## src/rtl/axi_lite_tg_pkg.sv

```systemverilog
// Shared definitions for the AXI4-Lite traffic generator.
// Holds the FSM state encoding, the MODE op/pattern encodings and the Galois
// LFSR tap masks (right-shifting form, one mask per supported data width).
package axi_lite_tg_pkg;

  typedef enum logic [1:0] {
    StIdle,
    StWrite,
    StRead,
    StDone
  } tg_state_e;

  typedef enum logic [1:0] {
    OpWriteRead = 2'd0,
    OpWriteOnly = 2'd1,
    OpReadOnly  = 2'd2,
    OpLoop      = 2'd3
  } tg_op_e;

  typedef enum logic {
    PatIncr = 1'b0,
    PatLfsr = 1'b1
  } tg_pat_e;

  // Bit layout matches the MODE input: [2] pattern, [1:0] op.
  typedef struct packed {
    tg_pat_e pattern;
    tg_op_e  op;
  } tg_mode_t;

  // Maximal-length polynomials: x^32+x^22+x^2+x+1 and x^64+x^63+x^61+x^60+1.
  localparam logic [31:0] LfsrTaps32 = 32'h8020_0003;
  localparam logic [63:0] LfsrTaps64 = 64'hD800_0000_0000_0000;

endpackage

```

## src/rtl/axi_lite_pattern_gen.sv

```systemverilog
// Data pattern source for the traffic generator.
// Ports:
//   clk_i, rst_ni  clock, asynchronous active-low reset (value clears to 0)
//   restart_i      reload the first value of the pattern (wins over advance_i)
//   advance_i      step to the next value
//   lfsr_i         0: incrementing pattern, 1: Galois LFSR pattern
//   value_o        current pattern value
module axi_lite_pattern_gen
  import axi_lite_tg_pkg::*;
#(
  parameter int unsigned DataWidth  = 32,
  parameter logic [31:0] StartValue = 32'hAA00_0000
) (
  input  logic                 clk_i,
  input  logic                 rst_ni,
  input  logic                 restart_i,
  input  logic                 advance_i,
  input  logic                 lfsr_i,
  output logic [DataWidth-1:0] value_o
);

  localparam logic [DataWidth-1:0] Taps =
      (DataWidth == 64) ? DataWidth'(LfsrTaps64) : DataWidth'(LfsrTaps32);
  localparam logic [DataWidth-1:0] Start = DataWidth'(StartValue);
  // An all-zero LFSR state would lock up, so a zero seed becomes 1.
  localparam logic [DataWidth-1:0] Seed = (Start == '0) ? DataWidth'(1) : Start;

  logic [DataWidth-1:0] value_q, value_d, lfsr_next;

  always_comb begin
    lfsr_next = (value_q >> 1) ^ (value_q[0] ? Taps : '0);
    value_d   = value_q;
    if (restart_i) begin
      value_d = lfsr_i ? Seed : Start;
    end else if (advance_i) begin
      value_d = lfsr_i ? lfsr_next : value_q + DataWidth'(1);
    end
  end

  always_ff @(posedge clk_i or negedge rst_ni) begin
    if (!rst_ni) begin
      value_q <= '0;
    end else begin
      value_q <= value_d;
    end
  end

  assign value_o = value_q;

endmodule

```

## src/rtl/axi_lite_traffic_gen.sv

```systemverilog
// AXI4-Lite master traffic generator.
// On a rising edge of INIT_AXI_TXN (seen in idle) runs one pass of
// C_M_TRANSACTIONS_NUM writes and/or read-compares at BASE + i*STRIDE, with
// incrementing or LFSR data, one transaction outstanding at a time.
// Ports:
//   M_AXI_ACLK, M_AXI_ARESETN   clock, asynchronous active-low reset
//   INIT_AXI_TXN, MODE          start request, operation/pattern select
//   TXN_DONE, ERROR, ERR_COUNT  end-of-pass pulse, sticky error, error count
//   M_AXI_AW/W/B/AR/R_*         AXI4-Lite master channels
module axi_lite_traffic_gen
  import axi_lite_tg_pkg::*;
#(
  parameter logic [31:0] C_M_TARGET_SLAVE_BASE_ADDR = 32'h4000_0000,
  parameter logic [31:0] C_M_START_DATA_VALUE       = 32'hAA00_0000,
  parameter int unsigned C_M_AXI_ADDR_WIDTH         = 32,
  parameter int unsigned C_M_AXI_DATA_WIDTH         = 32,
  parameter int unsigned C_M_TRANSACTIONS_NUM       = 4,
  parameter int unsigned C_M_ADDR_STRIDE            = 4
) (
  input  logic                            M_AXI_ACLK,
  input  logic                            M_AXI_ARESETN,
  input  logic                            INIT_AXI_TXN,
  input  logic [2:0]                      MODE,
  output logic                            TXN_DONE,
  output logic                            ERROR,
  output logic [15:0]                     ERR_COUNT,
  output logic [C_M_AXI_ADDR_WIDTH-1:0]   M_AXI_AW_ADDR,
  output logic [2:0]                      M_AXI_AW_PROT,
  output logic                            M_AXI_AW_VALID,
  input  logic                            M_AXI_AW_READY,
  output logic [C_M_AXI_DATA_WIDTH-1:0]   M_AXI_W_DATA,
  output logic [C_M_AXI_DATA_WIDTH/8-1:0] M_AXI_W_STRB,
  output logic                            M_AXI_W_VALID,
  input  logic                            M_AXI_W_READY,
  input  logic [1:0]                      M_AXI_B_RESP,
  input  logic                            M_AXI_B_VALID,
  output logic                            M_AXI_B_READY,
  output logic [C_M_AXI_ADDR_WIDTH-1:0]   M_AXI_AR_ADDR,
  output logic [2:0]                      M_AXI_AR_PROT,
  output logic                            M_AXI_AR_VALID,
  input  logic                            M_AXI_AR_READY,
  input  logic [C_M_AXI_DATA_WIDTH-1:0]   M_AXI_R_DATA,
  input  logic [1:0]                      M_AXI_R_RESP,
  input  logic                            M_AXI_R_VALID,
  output logic                            M_AXI_R_READY
);

  localparam int unsigned AW = C_M_AXI_ADDR_WIDTH;
  localparam int unsigned DW = C_M_AXI_DATA_WIDTH;
  localparam logic [AW-1:0] Base    = AW'(C_M_TARGET_SLAVE_BASE_ADDR);
  localparam logic [AW-1:0] Stride  = AW'(C_M_ADDR_STRIDE);
  localparam logic [15:0]   LastIdx = 16'(C_M_TRANSACTIONS_NUM - 1);

  tg_state_e     state_q, state_d;
  tg_mode_t      mode_q, mode_d;
  logic          init_q, armed_q, start_q;
  logic [15:0]   idx_q, idx_d;
  logic [AW-1:0] addr_q, addr_d;
  logic          aw_valid_q, aw_valid_d, w_valid_q, w_valid_d, b_ready_q, b_ready_d;
  logic          ar_valid_q, ar_valid_d, r_ready_q, r_ready_d;
  logic          done_q, done_d;
  logic [15:0]   err_cnt_q, err_cnt_d;
  logic [16:0]   err_sum;
  logic [1:0]    err_add;
  logic          clr_err, pat_restart, pat_advance;
  logic [DW-1:0] pat_value;

  axi_lite_pattern_gen #(
    .DataWidth (DW),
    .StartValue(C_M_START_DATA_VALUE)
  ) u_pattern_gen (
    .clk_i    (M_AXI_ACLK),
    .rst_ni   (M_AXI_ARESETN),
    .restart_i(pat_restart),
    .advance_i(pat_advance),
    // mode_d so a restart uses the pattern being latched in the same cycle
    .lfsr_i   (mode_d.pattern == PatLfsr),
    .value_o  (pat_value)
  );

  always_comb begin
    state_d     = state_q;
    mode_d      = mode_q;
    idx_d       = idx_q;
    addr_d      = addr_q;
    aw_valid_d  = aw_valid_q;
    w_valid_d   = w_valid_q;
    b_ready_d   = b_ready_q;
    ar_valid_d  = ar_valid_q;
    r_ready_d   = r_ready_q;
    done_d      = 1'b0;
    err_add     = 2'd0;
    clr_err     = 1'b0;
    pat_restart = 1'b0;
    pat_advance = 1'b0;

    unique case (state_q)
      StIdle: begin
        if (start_q) begin
          mode_d      = tg_mode_t'(MODE);
          clr_err     = 1'b1;
          idx_d       = '0;
          addr_d      = Base;
          pat_restart = 1'b1;
          if (mode_d.op == OpReadOnly) begin
            state_d    = StRead;
            ar_valid_d = 1'b1;
          end else begin
            state_d    = StWrite;
            aw_valid_d = 1'b1;
            w_valid_d  = 1'b1;
            b_ready_d  = 1'b1;
          end
        end
      end

      StWrite: begin
        if (aw_valid_q && M_AXI_AW_READY) aw_valid_d = 1'b0;
        if (w_valid_q && M_AXI_W_READY) w_valid_d = 1'b0;
        if (b_ready_q && M_AXI_B_VALID) begin
          b_ready_d   = 1'b0;
          err_add     = 2'(M_AXI_B_RESP != 2'b00);
          pat_advance = 1'b1;
          if (idx_q == LastIdx) begin
            idx_d  = '0;
            addr_d = Base;
            if (mode_q.op == OpWriteOnly) begin
              state_d = StDone;
              done_d  = 1'b1;
            end else begin
              state_d     = StRead;
              pat_restart = 1'b1;
              ar_valid_d  = 1'b1;
            end
          end else begin
            idx_d      = idx_q + 16'd1;
            addr_d     = addr_q + Stride;
            aw_valid_d = 1'b1;
            w_valid_d  = 1'b1;
            b_ready_d  = 1'b1;
          end
        end
      end

      StRead: begin
        if (ar_valid_q && M_AXI_AR_READY) begin
          ar_valid_d = 1'b0;
          r_ready_d  = 1'b1;
        end
        if (r_ready_q && M_AXI_R_VALID) begin
          r_ready_d   = 1'b0;
          // A bad response and a data mismatch on the same beat count twice.
          err_add     = 2'(M_AXI_R_RESP != 2'b00) + 2'(M_AXI_R_DATA != pat_value);
          pat_advance = 1'b1;
          if (idx_q == LastIdx) begin
            idx_d   = '0;
            addr_d  = Base;
            state_d = StDone;
            done_d  = 1'b1;
          end else begin
            idx_d      = idx_q + 16'd1;
            addr_d     = addr_q + Stride;
            ar_valid_d = 1'b1;
          end
        end
      end

      StDone: begin
        if (mode_q.op == OpLoop && tg_op_e'(MODE[1:0]) == OpLoop) begin
          // Loop restart: relatch MODE but keep the error count running.
          mode_d      = tg_mode_t'(MODE);
          state_d     = StWrite;
          pat_restart = 1'b1;
          aw_valid_d  = 1'b1;
          w_valid_d   = 1'b1;
          b_ready_d   = 1'b1;
        end else begin
          state_d = StIdle;
        end
      end
    endcase

    err_sum = {1'b0, err_cnt_q} + 17'(err_add);
    if (clr_err) begin
      err_cnt_d = '0;
    end else if (err_sum[16]) begin
      err_cnt_d = 16'hFFFF;
    end else begin
      err_cnt_d = err_sum[15:0];
    end
  end

  always_ff @(posedge M_AXI_ACLK or negedge M_AXI_ARESETN) begin
    if (!M_AXI_ARESETN) begin
      state_q    <= StIdle;
      mode_q     <= '{pattern: PatIncr, op: OpWriteRead};
      init_q     <= 1'b0;
      armed_q    <= 1'b0;
      start_q    <= 1'b0;
      idx_q      <= '0;
      addr_q     <= '0;
      aw_valid_q <= 1'b0;
      w_valid_q  <= 1'b0;
      b_ready_q  <= 1'b0;
      ar_valid_q <= 1'b0;
      r_ready_q  <= 1'b0;
      done_q     <= 1'b0;
      err_cnt_q  <= '0;
    end else begin
      state_q    <= state_d;
      mode_q     <= mode_d;
      init_q     <= INIT_AXI_TXN;
      // INIT must be seen low after reset before a rising edge can count.
      armed_q    <= armed_q | ~INIT_AXI_TXN;
      start_q    <= INIT_AXI_TXN & ~init_q & armed_q;
      idx_q      <= idx_d;
      addr_q     <= addr_d;
      aw_valid_q <= aw_valid_d;
      w_valid_q  <= w_valid_d;
      b_ready_q  <= b_ready_d;
      ar_valid_q <= ar_valid_d;
      r_ready_q  <= r_ready_d;
      done_q     <= done_d;
      err_cnt_q  <= err_cnt_d;
    end
  end

  assign TXN_DONE       = done_q;
  assign ERR_COUNT      = err_cnt_q;
  assign ERROR          = (err_cnt_q != 16'h0);
  assign M_AXI_AW_ADDR  = addr_q;
  assign M_AXI_AW_PROT  = 3'b000;
  assign M_AXI_AW_VALID = aw_valid_q;
  assign M_AXI_W_DATA   = pat_value;
  assign M_AXI_W_STRB   = '1;
  assign M_AXI_W_VALID  = w_valid_q;
  assign M_AXI_B_READY  = b_ready_q;
  assign M_AXI_AR_ADDR  = addr_q;
  assign M_AXI_AR_PROT  = 3'b000;
  assign M_AXI_AR_VALID = ar_valid_q;
  assign M_AXI_R_READY  = r_ready_q;

endmodule

```

## config.mk

```make
export PLATFORM = sky130hd
export DESIGN_NAME = axi_lite_traffic_gen
export DESIGN_NICKNAME = d
export VERILOG_FILES = /design/src/rtl/axi_lite_tg_pkg.sv /design/src/rtl/axi_lite_pattern_gen.sv /design/src/rtl/axi_lite_traffic_gen.sv
export SDC_FILE = /design/constraint.sdc
export NUM_CORES = 1
export LEC_CHECK = 0
export CAP_MARGIN = 20
export CORE_AREA = 3 3 123 125
export CTS_CLUSTER_DIAMETER = 150
export DETAILED_ROUTE_END_ITERATION = 7
export DIE_AREA = 0 0 126 128
export GPL_TIMING_DRIVEN = 0
export PLACE_DENSITY = 0.8
export SLEW_MARGIN = 20
export SYNTH_ARGS = -nofsm -noshare
export SYNTH_HDL_FRONTEND = slang
export SYNTH_SLANG_ARGS = --single-unit
```

## constraint.sdc

```tcl
create_clock -name M_AXI_ACLK -period 4 [get_ports M_AXI_ACLK]
set_input_delay 0.8 -clock M_AXI_ACLK [delete_from_list [all_inputs] [get_ports M_AXI_ACLK]]
set_output_delay 0.8 -clock M_AXI_ACLK [all_outputs]
set_load 0.05 [all_outputs]
```

Yosys cells after proc, flatten, opt, wreduce, memory -nomap -nowiden
Cells that the tools add are included.
{"block": "classes", "addsub": 5, "eq_ne": 18, "n_mux": 72, "bitwise": 6, "n_reduce_logical": 22}
{"op": "$mux W32", "count": 8}
{"op": "$mux W16", "count": 6}
{"op": "$pmux W32 S3", "count": 1}
{"op": "$pmux W16 S3", "count": 1}
{"op": "$mux W1", "count": 37}
{"op": "$add A32 B1 Y32 const B", "count": 1}
{"op": "$add A32 B3 Y32 const B", "count": 1}
{"op": "$ne A32 B32 Y1", "count": 1}
{"op": "$xor A31 B32 Y32", "count": 1}
{"op": "$ne A2 B2 Y1 const B", "count": 9}
{"op": "$add A16 B2 Y17", "count": 1}
{"op": "$add A16 B1 Y16 const B", "count": 1}
{"op": "$eq A16 B2 Y1 const B", "count": 1}
{"op": "$reduce_bool A16 Y1", "count": 1}
{"op": "$pmux W1 S3", "count": 5}
{"op": "$mux W2", "count": 7}
{"op": "$eq A2 B2 Y1 const B", "count": 5}
{"op": "$reduce_and A5 Y1", "count": 2}
{"op": "$reduce_bool A2 Y1", "count": 5}
{"op": "$pmux W2 S4", "count": 1}
{"op": "$reduce_and A4 Y1", "count": 2}
{"op": "$logic_and A1 B1 Y1", "count": 6}
{"op": "$mux W3", "count": 2}
{"op": "$pmux W3 S2", "count": 1}
{"op": "other kinds (12)", "count": 17}
{"block": "word_totals", "regBits": 110, "input_bits": 47, "out_inout_bits": 129, "word_cells": 139}

Depth between registers and ports, before layout
Gate-level depths: netlist of the first run.
{"block": "depth", "ltp_word": 7, "mapped_depth": 17, "ltp_nobuf": 15}

Cells and area by module
A second synthesis of the first run with hierarchy kept.
{"block": "unflattened", "cells_unflattened": 859, "hier_area_um2": 7339.5}
{"mod": "axi_lite_traffic_gen", "n_inst": 1, "cells_each": 568, "area_per_inst_um2": 5068.6, "seq_area_each_um2": 1901.8}
{"mod": "axi_lite_pattern_gen", "n_inst": 1, "cells_each": 291, "area_per_inst_um2": 2270.9, "seq_area_each_um2": 800.8}

Least setup slack after synthesis of the first run
Ideal clock, no wire load.
{"block": "synth_path", "kind": "register to register", "from": "register u_pattern_gen.value_q[0], in the netlist u_pattern_gen.value_o[0]", "to": "register err_cnt_q[10], in the netlist ERR_COUNT[10]", "setup_ns": 0.078, "arrival_time_ns": 3.585, "required_ns": 3.922, "setup_slack_ns": 0.337, "stages_incl_launch_ff": 18, "n_path_buf": 3, "synth_period_minus_slack_ns": 3.663, "cell_sequence": "dfrtp_1 -> clkbuf_1 -> xnor2_1 -> nand4_1 -> nor4_1 -> nand2_1 -> ha_1 -> nand2_1 -> a21boi_0 -> ha_1 -> inv_1 -> fa_1 -> nor2_1 -> and2_1 -> clkbuf_1 -> nand3_1 -> clkbuf_1 -> a21oi_1"}
{"block": "synth_via", "elab_chain_len": 7}
{"item": "from (decl)", "line_no": "axi_lite_pattern_gen.sv:28", "source": "logic [DataWidth-1:0] value_q, value_d, lfsr_next;"}
{"item": "from (signal assigned)", "line_no": "axi_lite_pattern_gen.sv:44", "source": "value_q <= value_d;"}
{"item": "$ne A32 B32 Y1", "line_no": "axi_lite_traffic_gen.sv:153", "source": "err_add = 2'(M_AXI_R_RESP != 2'b00) + 2'(M_AXI_R_DATA != pat_value);"}
{"item": "$add A1 B1 Y2", "line_no": "axi_lite_traffic_gen.sv:153"}
{"item": "$mux W2", "line_no": "axi_lite_traffic_gen.sv:150", "source": "if (r_ready_q && M_AXI_R_VALID) begin"}
{"item": "$pmux W2 S2", "line_no": "axi_lite_traffic_gen.sv:97", "source": "unique case (state_q)"}
{"item": "$add A16 B2 Y17", "line_no": "axi_lite_traffic_gen.sv:183", "source": "err_sum = {1'b0, err_cnt_q} + 17'(err_add);"}
{"item": "$mux W16", "line_no": "axi_lite_traffic_gen.sv:186", "source": "end else if (err_sum[16]) begin"}
{"item": "$mux W16", "line_no": "axi_lite_traffic_gen.sv:184", "source": "if (clr_err) begin"}
{"item": "via err_cnt_d[10]", "line_no": "axi_lite_traffic_gen.sv:62", "source": "logic [15:0] err_cnt_q, err_cnt_d;"}
{"item": "to (signal assigned)", "line_no": "axi_lite_traffic_gen.sv:224", "source": "err_cnt_q <= err_cnt_d;"}
{"item": "to (decl)", "line_no": "axi_lite_traffic_gen.sv:62"}
The timed path passes the listed nets, and every way through them passes these cells.
A chain may end at the register's enable or synchronous reset.

Worst setup path in the final report of the first run
{"block": "layout_path", "from": "input port M_AXI_R_DATA[28]", "to": "register err_cnt_q[5], in the netlist ERR_COUNT[5]"}
{"block": "layout_via", "elab_chain_len": 7}
{"item": "from (decl)", "line_no": "axi_lite_traffic_gen.sv:42", "source": "input logic [C_M_AXI_DATA_WIDTH-1:0] M_AXI_R_DATA,"}
{"item": "$ne A32 B32 Y1", "line_no": "axi_lite_traffic_gen.sv:153"}
{"item": "$add A1 B1 Y2", "line_no": "axi_lite_traffic_gen.sv:153"}
{"item": "$mux W2", "line_no": "axi_lite_traffic_gen.sv:150"}
{"item": "$pmux W2 S2", "line_no": "axi_lite_traffic_gen.sv:97"}
{"item": "$add A16 B2 Y17", "line_no": "axi_lite_traffic_gen.sv:183"}
{"item": "$mux W16", "line_no": "axi_lite_traffic_gen.sv:186"}
{"item": "$mux W16", "line_no": "axi_lite_traffic_gen.sv:184"}
{"item": "via err_cnt_d[5]", "line_no": "axi_lite_traffic_gen.sv:62"}
The timed path passes the listed nets, and every way through them passes these cells.

==> results of run 1 <==
## Yosys cell counts, drive strengths merged (4+ instances only)
cell type | number | area (µm²)
a211oi | 7 | 52.6
xor2 | 21 | 184
nor3 | 22 | 115
nor3b | 5 | 37.5
o31ai | 10 | 75.1
a41oi | 5 | 43.8
ha | 10 | 125
nand4 | 28 | 175
and3 | 23 | 144
or3 | 5 | 31.3
inv | 14 | 52.6
nor2b | 8 | 50.1
and4 | 12 | 108
clkbuf | 37 | 139
a22o | 5 | 43.8
nand3 | 47 | 235
o21ai | 68 | 340
xnor2 | 41 | 359
a21oi | 57 | 285
o22ai | 5 | 31.3
nor2 | 43 | 161
buf | 65 | 435
nor4 | 14 | 87.6
nand2 | 69 | 259
o21a | 4 | 30.0
a31o | 4 | 35.0
mux2i | 5 | 50.1
a21o | 4 | 30.0
and2 | 12 | 75.1
nand2b | 11 | 68.8
dfrtp | 108 | 2700
a31oi | 12 | 75.1
## sequential cells by signal (all words and copies together) (netlist names)
signal and count:
idx_q 16, M_AXI_W_VALID 1, M_AXI_AR_ADDR 30, u_pattern_gen.value_o 32
M_AXI_AR_VALID 1, armed_q 1, ERR_COUNT 16, M_AXI_AW_VALID 1
state_q 2, init_q 1, TXN_DONE 1, mode_q 3
M_AXI_B_READY 1, M_AXI_R_READY 1, start_q 1
## timing repair
action,4_1_cts,5_1_grt
pin swaps,0,5
resized for setup,5,8
hold endpoints to repair,0,0
setup endpoints to repair,15,16
## worst max-delay path: stages
cell                              delay, ns
sky130_fd_sc_hd__clkdlybuf4s50_1       0.44
sky130_fd_sc_hd__xnor2_2               0.24
sky130_fd_sc_hd__nand4_1               0.16
sky130_fd_sc_hd__nor4_2                0.37
sky130_fd_sc_hd__nand2_1               0.15
sky130_fd_sc_hd__ha_1                  0.29
sky130_fd_sc_hd__nand2_1               0.05
sky130_fd_sc_hd__a21boi_1              0.14
sky130_fd_sc_hd__ha_1                  0.17
sky130_fd_sc_hd__inv_1                 0.05
sky130_fd_sc_hd__fa_2                  0.37
sky130_fd_sc_hd__nor2_2                0.16
sky130_fd_sc_hd__and2_4                0.20
sky130_fd_sc_hd__nand3_2               0.11
sky130_fd_sc_hd__buf_6                 0.17
sky130_fd_sc_hd__a21oi_1               0.13
## power breakdown
group	internal (mW)	total, mW	switching [mW]
combinational	0.524	1.49	0.962
clock	0.467	0.856	0.389
sequential	1.22	1.40	0.176
total	2.21	3.74	1.53
## layer usage
metal	track usage	share of wire	vias to the layer above
li1	-	-	3256
met1	0.348	0.43	3268
met2	0.387	0.47	328
met3	0.0583	0.082	32
met4	0.0757	0.017	2
met5	0	0.00059	-
## cell families after synthesis
logic type,synth area share
AOI/OAI and AO/OA,0.183
xor gates and xnor gates,0.0775
adders and majority gates,0.0207
buffers and inverters,0.0895
DFF,0.386
muxes,0.0104
other,0.00107
and+or+nand+nor,0.232
## stage by stage
stage	util	total power [mW]
5_1_grt	0.660	3.92
6_report	0.660	3.74
2_1_floorplan	-	2.37
3_3_place_gp	0.635	2.87
4_1_cts	0.658	3.76
3_5_place_dp	0.637	2.90
## final timing paths
kind	endpoint	slack, ns
max	ERR_COUNT[5]	0.26
min	idx_q[0]	0.41
max reg2reg	ERR_COUNT[5]	0.42
min reg2reg	start_q	0.42
max in group asynchronous	M_AXI_AR_ADDR[29]	2.96
min in group M_AXI_ACLK	start_q	0.42
## cell type report
class | instances | area share
Buffer | 101 | 0.0627
Clock buffer | 13 | 0.0293
Clock inverter | 1 | 0.000814
Inverter | 14 | 0.00570
Multi-Input combinational cell | 607 | 0.406
Sequential cell | 108 | 0.293
Tap cell | 180 | 0.0244
Timing Repair Buffer | 162 | 0.178
==> results.txt, run 1 <==
The clock passes through at most 2 buffers. The logs give 0 for the yosys synthesis warning count and 0.945 for the weighted congestion at the end of routability-driven global placement. Summing all placed instances gives a cell area of 8910 µm².

The run gives 0.411 ns as the final worst hold slack. The per-cell routed wire length was 17.1 µm. The via count was 6,886. Summed over all nets, the half-perimeter wirelength after detailed placement is 14.9 mm. Path category of the worst min-delay check: input port to async pin.

The power density over cell area works out to 405 nW/µm². The async set-reset flop share out of synthesis was 1.00; the post-placement worst setup slack was -0.712 ns. Counting every sink on the clock net gives 108.

The non-filler instance count after layout came out at 1,186. For the maximum vdd drop, the log shows 0.000370 V. The total negative setup slack is 0 ns. The final layout contains 1,061 nets. Across the run, the number of max-cap violations was 0.

The antenna cell count is 0. Summing all multi-input logic gate instances after layout gives 3750 µm². For the number of failing hold endpoints at the final stage, the log shows 0. The tools report the worst-skew pair later-pin latency as 0.35 ns.

The H-tree was split into 3 levels. Total of buffers placed on input and output ports: 161. The maximum clock skew at final layout came out at 0.00857 ns. The detailed-router iteration count before antenna repair came out at 5. The number of placed instances, taps included, is 1,173.

TritonCTS built the clock tree. Endpoint class of the critical path: a flop. For the worst flop-to-flop path, the logic depth is 16. Post-synthesis area per instance: 8.55 µm². The actual slew at the worst max-slew pin was 0.627 ns; the die height was 128 µm. The root buffer cell chosen for the clock tree is sky130_fd_sc_hd__clkbuf_16. Setup violations remaining at the end of the flow were counted as 0. The global-route total usage across every layer is 0.249, and the fraction of layout cells with a size suffix above 1 is 0.101. The first global-routing pass estimated 33.0 mm of wire. In this run the worst path has a maximum fanout of 10. For the achievable clock frequency, the log shows 268 MHz. For this design the static power due to leakage is 3.81 nW.

The start point of the critical path was M_AXI_R_DATA[28]. In this run the post-CTS setup repair buffer count came out at 0. Prevailing post-synth register cell: sky130_fd_sc_hd__dfrtp_1. After layout, the minimum clock period comes to 3.74 ns. Data arrives at the worst endpoint at 4.01 ns.

The type of element launching the critical path is an input port. The synthesized netlist contains 66 unique library cells. Share of synthesized area occupied by flip-flops and latches: 0.386. The final count of pins violating max slew was 0; the full die area was 16,100 µm².

Synthesis inferred 108 register bits. The number of design rule violations left after detail routing was 0. The post-synthesis instance total is 819, and the clock-pin slew on the worst setup and hold paths is 0.07 ns. In this run the standard cell core region covers 14,000 µm². The floorplan has 43 rows. In this run the horizontal extent of the chip is 126 µm.

For this run the aggregate overflow at the end of global routing stands at 0. For the number of fill cells in the layout, the log shows 1,178. In this run the critical register-to-register path is launched from u_pattern_gen.value_o[7].

For this block, the routed nets add up to 20.3 mm of wire. The tools report the worst slew margin relative to its limit as 0.579. The library cell used most frequently in the layout, excluding fill and tap cells, is sky130_fd_sc_hd__clkdlybuf4s50_1.

In this run, synthesis inferred 0 flip-flops with an integrated enable. The top cell types in the final layout, fill and taps aside, are sky130_fd_sc_hd__clkdlybuf4s50_1 (160), sky130_fd_sc_hd__dfrtp_1 (108), sky130_fd_sc_hd__nand2_1 (69). The average vias per placed instance came out at 5.81. The number of top-level design ports was 176.

Compared with the post-synthesis result, the final layout area differs by 31.7%. The run finished with clean final reports. The initial standard-cell utilization of the core was 0.501. For the via count of the first global-routing pass, the log shows 6,435.

In this run the remaining antenna-violating nets after routing total 0. Worst path setup slack after routing: 0.263 ns. In this run the cell area of the synthesized design comes to 7000 µm².

The run gives 1 as the initial antenna violation count. Type of the worst setup path: input port to flop. The tools report the number of CTS-inserted buffers as 9. Setup repair after global routing left no endpoint under its margin.

The finished cells cover 9230 µm². The data required time at the worst endpoint was 4.27 ns; the number of buffers added to fix hold violations after cts was 0. The final cycle utilization of the critical path works out to 0.934. In this run, the number of DRC markers left after iteration 0 of detailed routing was 629.

The footprint of the flip-flops and latches was 2700 µm²; the largest net degree at the start of global routing was 56.
Note: power is estimated with default switching activity, not from simulation.
==> run 2: changes to the inputs <==
--- a/config.mk
+++ b/config.mk
@@ -6,10 +6,10 @@
 export NUM_CORES = 1
 export LEC_CHECK = 0
 export CAP_MARGIN = 20
-export CORE_AREA = 3 3 123 125
+export CORE_AREA = 2 2 122 124
 export CTS_CLUSTER_DIAMETER = 150
 export DETAILED_ROUTE_END_ITERATION = 7
-export DIE_AREA = 0 0 126 128
+export DIE_AREA = 0 0 124 126
 export GPL_TIMING_DRIVEN = 0
 export PLACE_DENSITY = 0.8
 export SLEW_MARGIN = 20
==> run 2 against run 1 <==
Effect of this change:
- critical path depth unchanged
- fmax is essentially flat
- clock power grew 1%
- largest power group unchanged
- power increased by 0.86%
- design area hardly changed
- utilization down 1.4 points
- combinational power about the same
- die area down 3.1%
==> results.txt, run 2 (synthesis results as in run 1) <==
The tools report the sink count of the clock tree as 108 (unchanged). In this run the clock root is driven by a sky130_fd_sc_hd__clkbuf_16. The count of standard-cell rows is 44 (+2.3%). The logs give 62 (+11%) for the largest net degree at the start of global routing and 14,300 µm² (+2.3%) for the core footprint. The routed wire length came out at 20.7 mm (+2.0%). The die width works out to 124 µm (-1.6%).

The fraction of layout cells with a size suffix above 1 was 0.103 (+0.00178). The run gives 0.0113 ns (+0.00274 ns) as the maximum clock skew at final layout. The initial antenna violation count is 1 (unchanged), and the post-detailed-placement cell area is 8920 µm² (about the same). Leaving out fill and tap cells, the most frequent cell in the layout is sky130_fd_sc_hd__clkdlybuf4s50_1.

The weighted congestion at the end of routability-driven global placement came out at 0.936 (-0.97%). The antenna cell count came out at 0 (unchanged). Walking the worst path, the cells encountered are clkdlybuf4s50_1 > xnor2_1 > nand4_1 > nor4_2 > nand2_1 > ha_1 > nand2_1 > a21boi_1 > ha_1 > inv_1 > fa_1 > nor2_2 > and2_4 > nand3_2 > buf_4 > a21oi_1. The signal arrival time at the worst endpoint was 4.03 ns (+0.02 ns). For the number of design rule violations left after detail routing, the log shows 0 (unchanged).

The detailed-router iteration count before antenna repair came out at 5 (unchanged). TritonCTS built the clock tree. Detailed placer's ending HPWL: 14.8 mm (-0.42%). For the number of CTS-inserted buffers, the log shows 9 (unchanged).

The number of H-tree levels came out at 3 (unchanged). The critical path in this run is classified as input port to flop. Final worst hold slack: 0.380 ns (-0.0302 ns). The flow ran to the end, and the final reports show no timing, DRC or antenna violations. The power density over cell area is 408 nW/µm² (+0.78%). The initial standard-cell utilization of the core is 0.489 (-0.0114), and the DRC marker count from the first detailed-route iteration is 640 (+1.7%).

The cell family contributing the most delay on the critical path is simple AND/OR/NAND/NOR gates. For the via count, the log shows 6,975 (+1.3%). The setup-violating endpoint count in the final report is 0 (unchanged), and the post-layout total power is 3.77 mW (+0.86%). The actual slew at the worst max-slew pin is 0.686 ns (+0.0590 ns). The die height was 126 µm (-1.6%).

Final design area excluding fillers: 9230 µm² (about the same). The tools report the achievable clock frequency as 267 MHz (about the same). The tools report the total negative setup slack as 0 ns (unchanged).

Type of element launching the critical path: an input port. The cell with the largest stage delay on the worst path is sky130_fd_sc_hd__fa_1. The final cycle utilization of the critical path was 0.935 (about the same); the number of top-level design ports was 176 (unchanged).

The tools report the endpoint class of the critical path as a flop. The total of buffers placed on input and output ports came out at 161 (unchanged). The global-route total usage across every layer is 0.267 (+0.0179), and the worst-skew pair later-pin latency is 0.36 ns (about the same). The final-stage net count came out at 1,061 (unchanged). The first-pass GRT wire length was 33.0 mm (about the same); the critical path buffer and inverter count was 3 (unchanged). The total of max-cap violations is 0 (unchanged), and the number of fill cells in the layout is 1,230 (+4.4%). The clock-pin slew on the worst setup and hold paths works out to 0.08 ns (about the same). Total congestion overflow: 0 (unchanged). The number of failing hold endpoints at the final stage is 0 (unchanged), and the maximum cell stage delay along the critical path is 0.43 ns (about the same).

The logs give 0.000403 V (+8.8%) for the maximum vdd drop and 0.645 (-0.0145) for the core occupancy in the finished layout. In the layout the commonest cells are sky130_fd_sc_hd__clkdlybuf4s50_1 (160), sky130_fd_sc_hd__dfrtp_1 (108), sky130_fd_sc_hd__nand2_1 (69). For the cell leakage power, the log shows 3.81 nW (+0.13%).

In this run the worst hold path is classified as input port to async pin. Clock period minus worst slack: 3.74 ns (+0.00245 ns). The number of buffers added to fix hold violations after cts was 0 (unchanged). The antenna violation net count after detailed routing is 0 (unchanged). Setup repair after global routing left no endpoint under its margin.

The tools report the final count of pins violating max slew as 0 (unchanged). The area added between synthesis and finish works out to 31.9% (about the same). The run gives 15,600 µm² (-3.1%) as the full die area.

The highest net fanout along the worst path works out to 10 (unchanged). The worst-case clock buffer depth is 2 (unchanged), and the via count of the first global-routing pass is 6,468 (+0.51%). The per-cell routed wire length works out to 17.4 µm (+1.5%). The worst slew margin relative to its limit was 0.540 (-0.0399); the average vias per placed instance was 5.85 (+0.78%). The flip-flop count of the largest register after layout was 32 (unchanged); the data required time at the worst endpoint was 4.29 ns (+0.02 ns).
-- run 2: what timing repair did --
| action | CTS | global route |
|---|---|---|
| setup buffers | 0 | 0 |
| pin swaps | 0 | 1 |
| resized for setup | 4 | 9 |
| endpoints found under the setup margin | 14 | 16 |
-- run 2: metal layers --
layer	wire length, µm	share of wire	global-route usage	vias up
met1	8770	0.42	0.367	3330
met4	524	0.025	0.0892	2
met3	1670	0.081	0.0498	42
met5	13	0.00063	0	-
li1	-	-	-	3252
met2	9720	0.47	0.423	349
-- run 2: power by group --
group | total, mW | switching, mW | internal, mW | leakage (nW)
sequential | 1.39 | 0.176 | 1.22 | 1.39
combinational | 1.51 | 0.981 | 0.527 | 2.28
clock | 0.868 | 0.438 | 0.430 | 0.135
-- run 2: layout make-up --
| class | count | area (µm²) | area share |
|---|---|---|---|
| Timing Repair Buffer | 162 | 1640 | 0.178 |
| Tap cell | 184 | 230 | 0.0249 |
| Sequential cell | 108 | 2700 | 0.293 |
| Inverter | 14 | 52.6 | 0.00569 |
| Clock buffer | 10 | 229 | 0.0248 |
| Buffer | 101 | 574 | 0.0622 |
| Multi-Input combinational cell | 607 | 3750 | 0.407 |
| Clock inverter | 6 | 50.0 | 0.00542 |
-- run 2: worst reg2reg max path, stage by stage (launching register included) --
cell	delay, ns
sky130_fd_sc_hd__dfrtp_1	0.39
sky130_fd_sc_hd__buf_1	0.51
sky130_fd_sc_hd__xnor2_1	0.20
sky130_fd_sc_hd__nand4_1	0.14
sky130_fd_sc_hd__nor4_1	0.30
sky130_fd_sc_hd__nand2_1	0.14
sky130_fd_sc_hd__ha_1	0.30
sky130_fd_sc_hd__nand2_1	0.04
sky130_fd_sc_hd__a21boi_1	0.14
sky130_fd_sc_hd__ha_1	0.18
sky130_fd_sc_hd__inv_1	0.05
sky130_fd_sc_hd__fa_1	0.43
sky130_fd_sc_hd__nor2_2	0.17
sky130_fd_sc_hd__and2_4	0.20
sky130_fd_sc_hd__nand3_2	0.11
sky130_fd_sc_hd__buf_4	0.20
sky130_fd_sc_hd__a21oi_1	0.14
-- run 2: stage by stage --
stage	setup WS (ns)	cells
floorplan	0.337	831
global placement	-2.14	1176
detailed placement	-0.695	1177
CTS	0.0160	1192
global route	0.0460	1192
finish	0.260	1192
-- run 2: worst paths after layout --
kind | startpoint | to | slack [ns] | cells after the start
max | M_AXI_R_DATA[25] | ERR_COUNT[3] | 0.26 | 16
min | M_AXI_ARESETN | idx_q[1] | 0.38 | 1
max reg2reg | u_pattern_gen.value_o[0] | ERR_COUNT[3] | 0.29 | 16
min reg2reg | init_q | start_q | 0.42 | 1
max in group asynchronous | M_AXI_ARESETN | M_AXI_AR_ADDR[25] | 2.94 | 2
min in group M_AXI_ACLK | init_q | start_q | 0.42 | 1
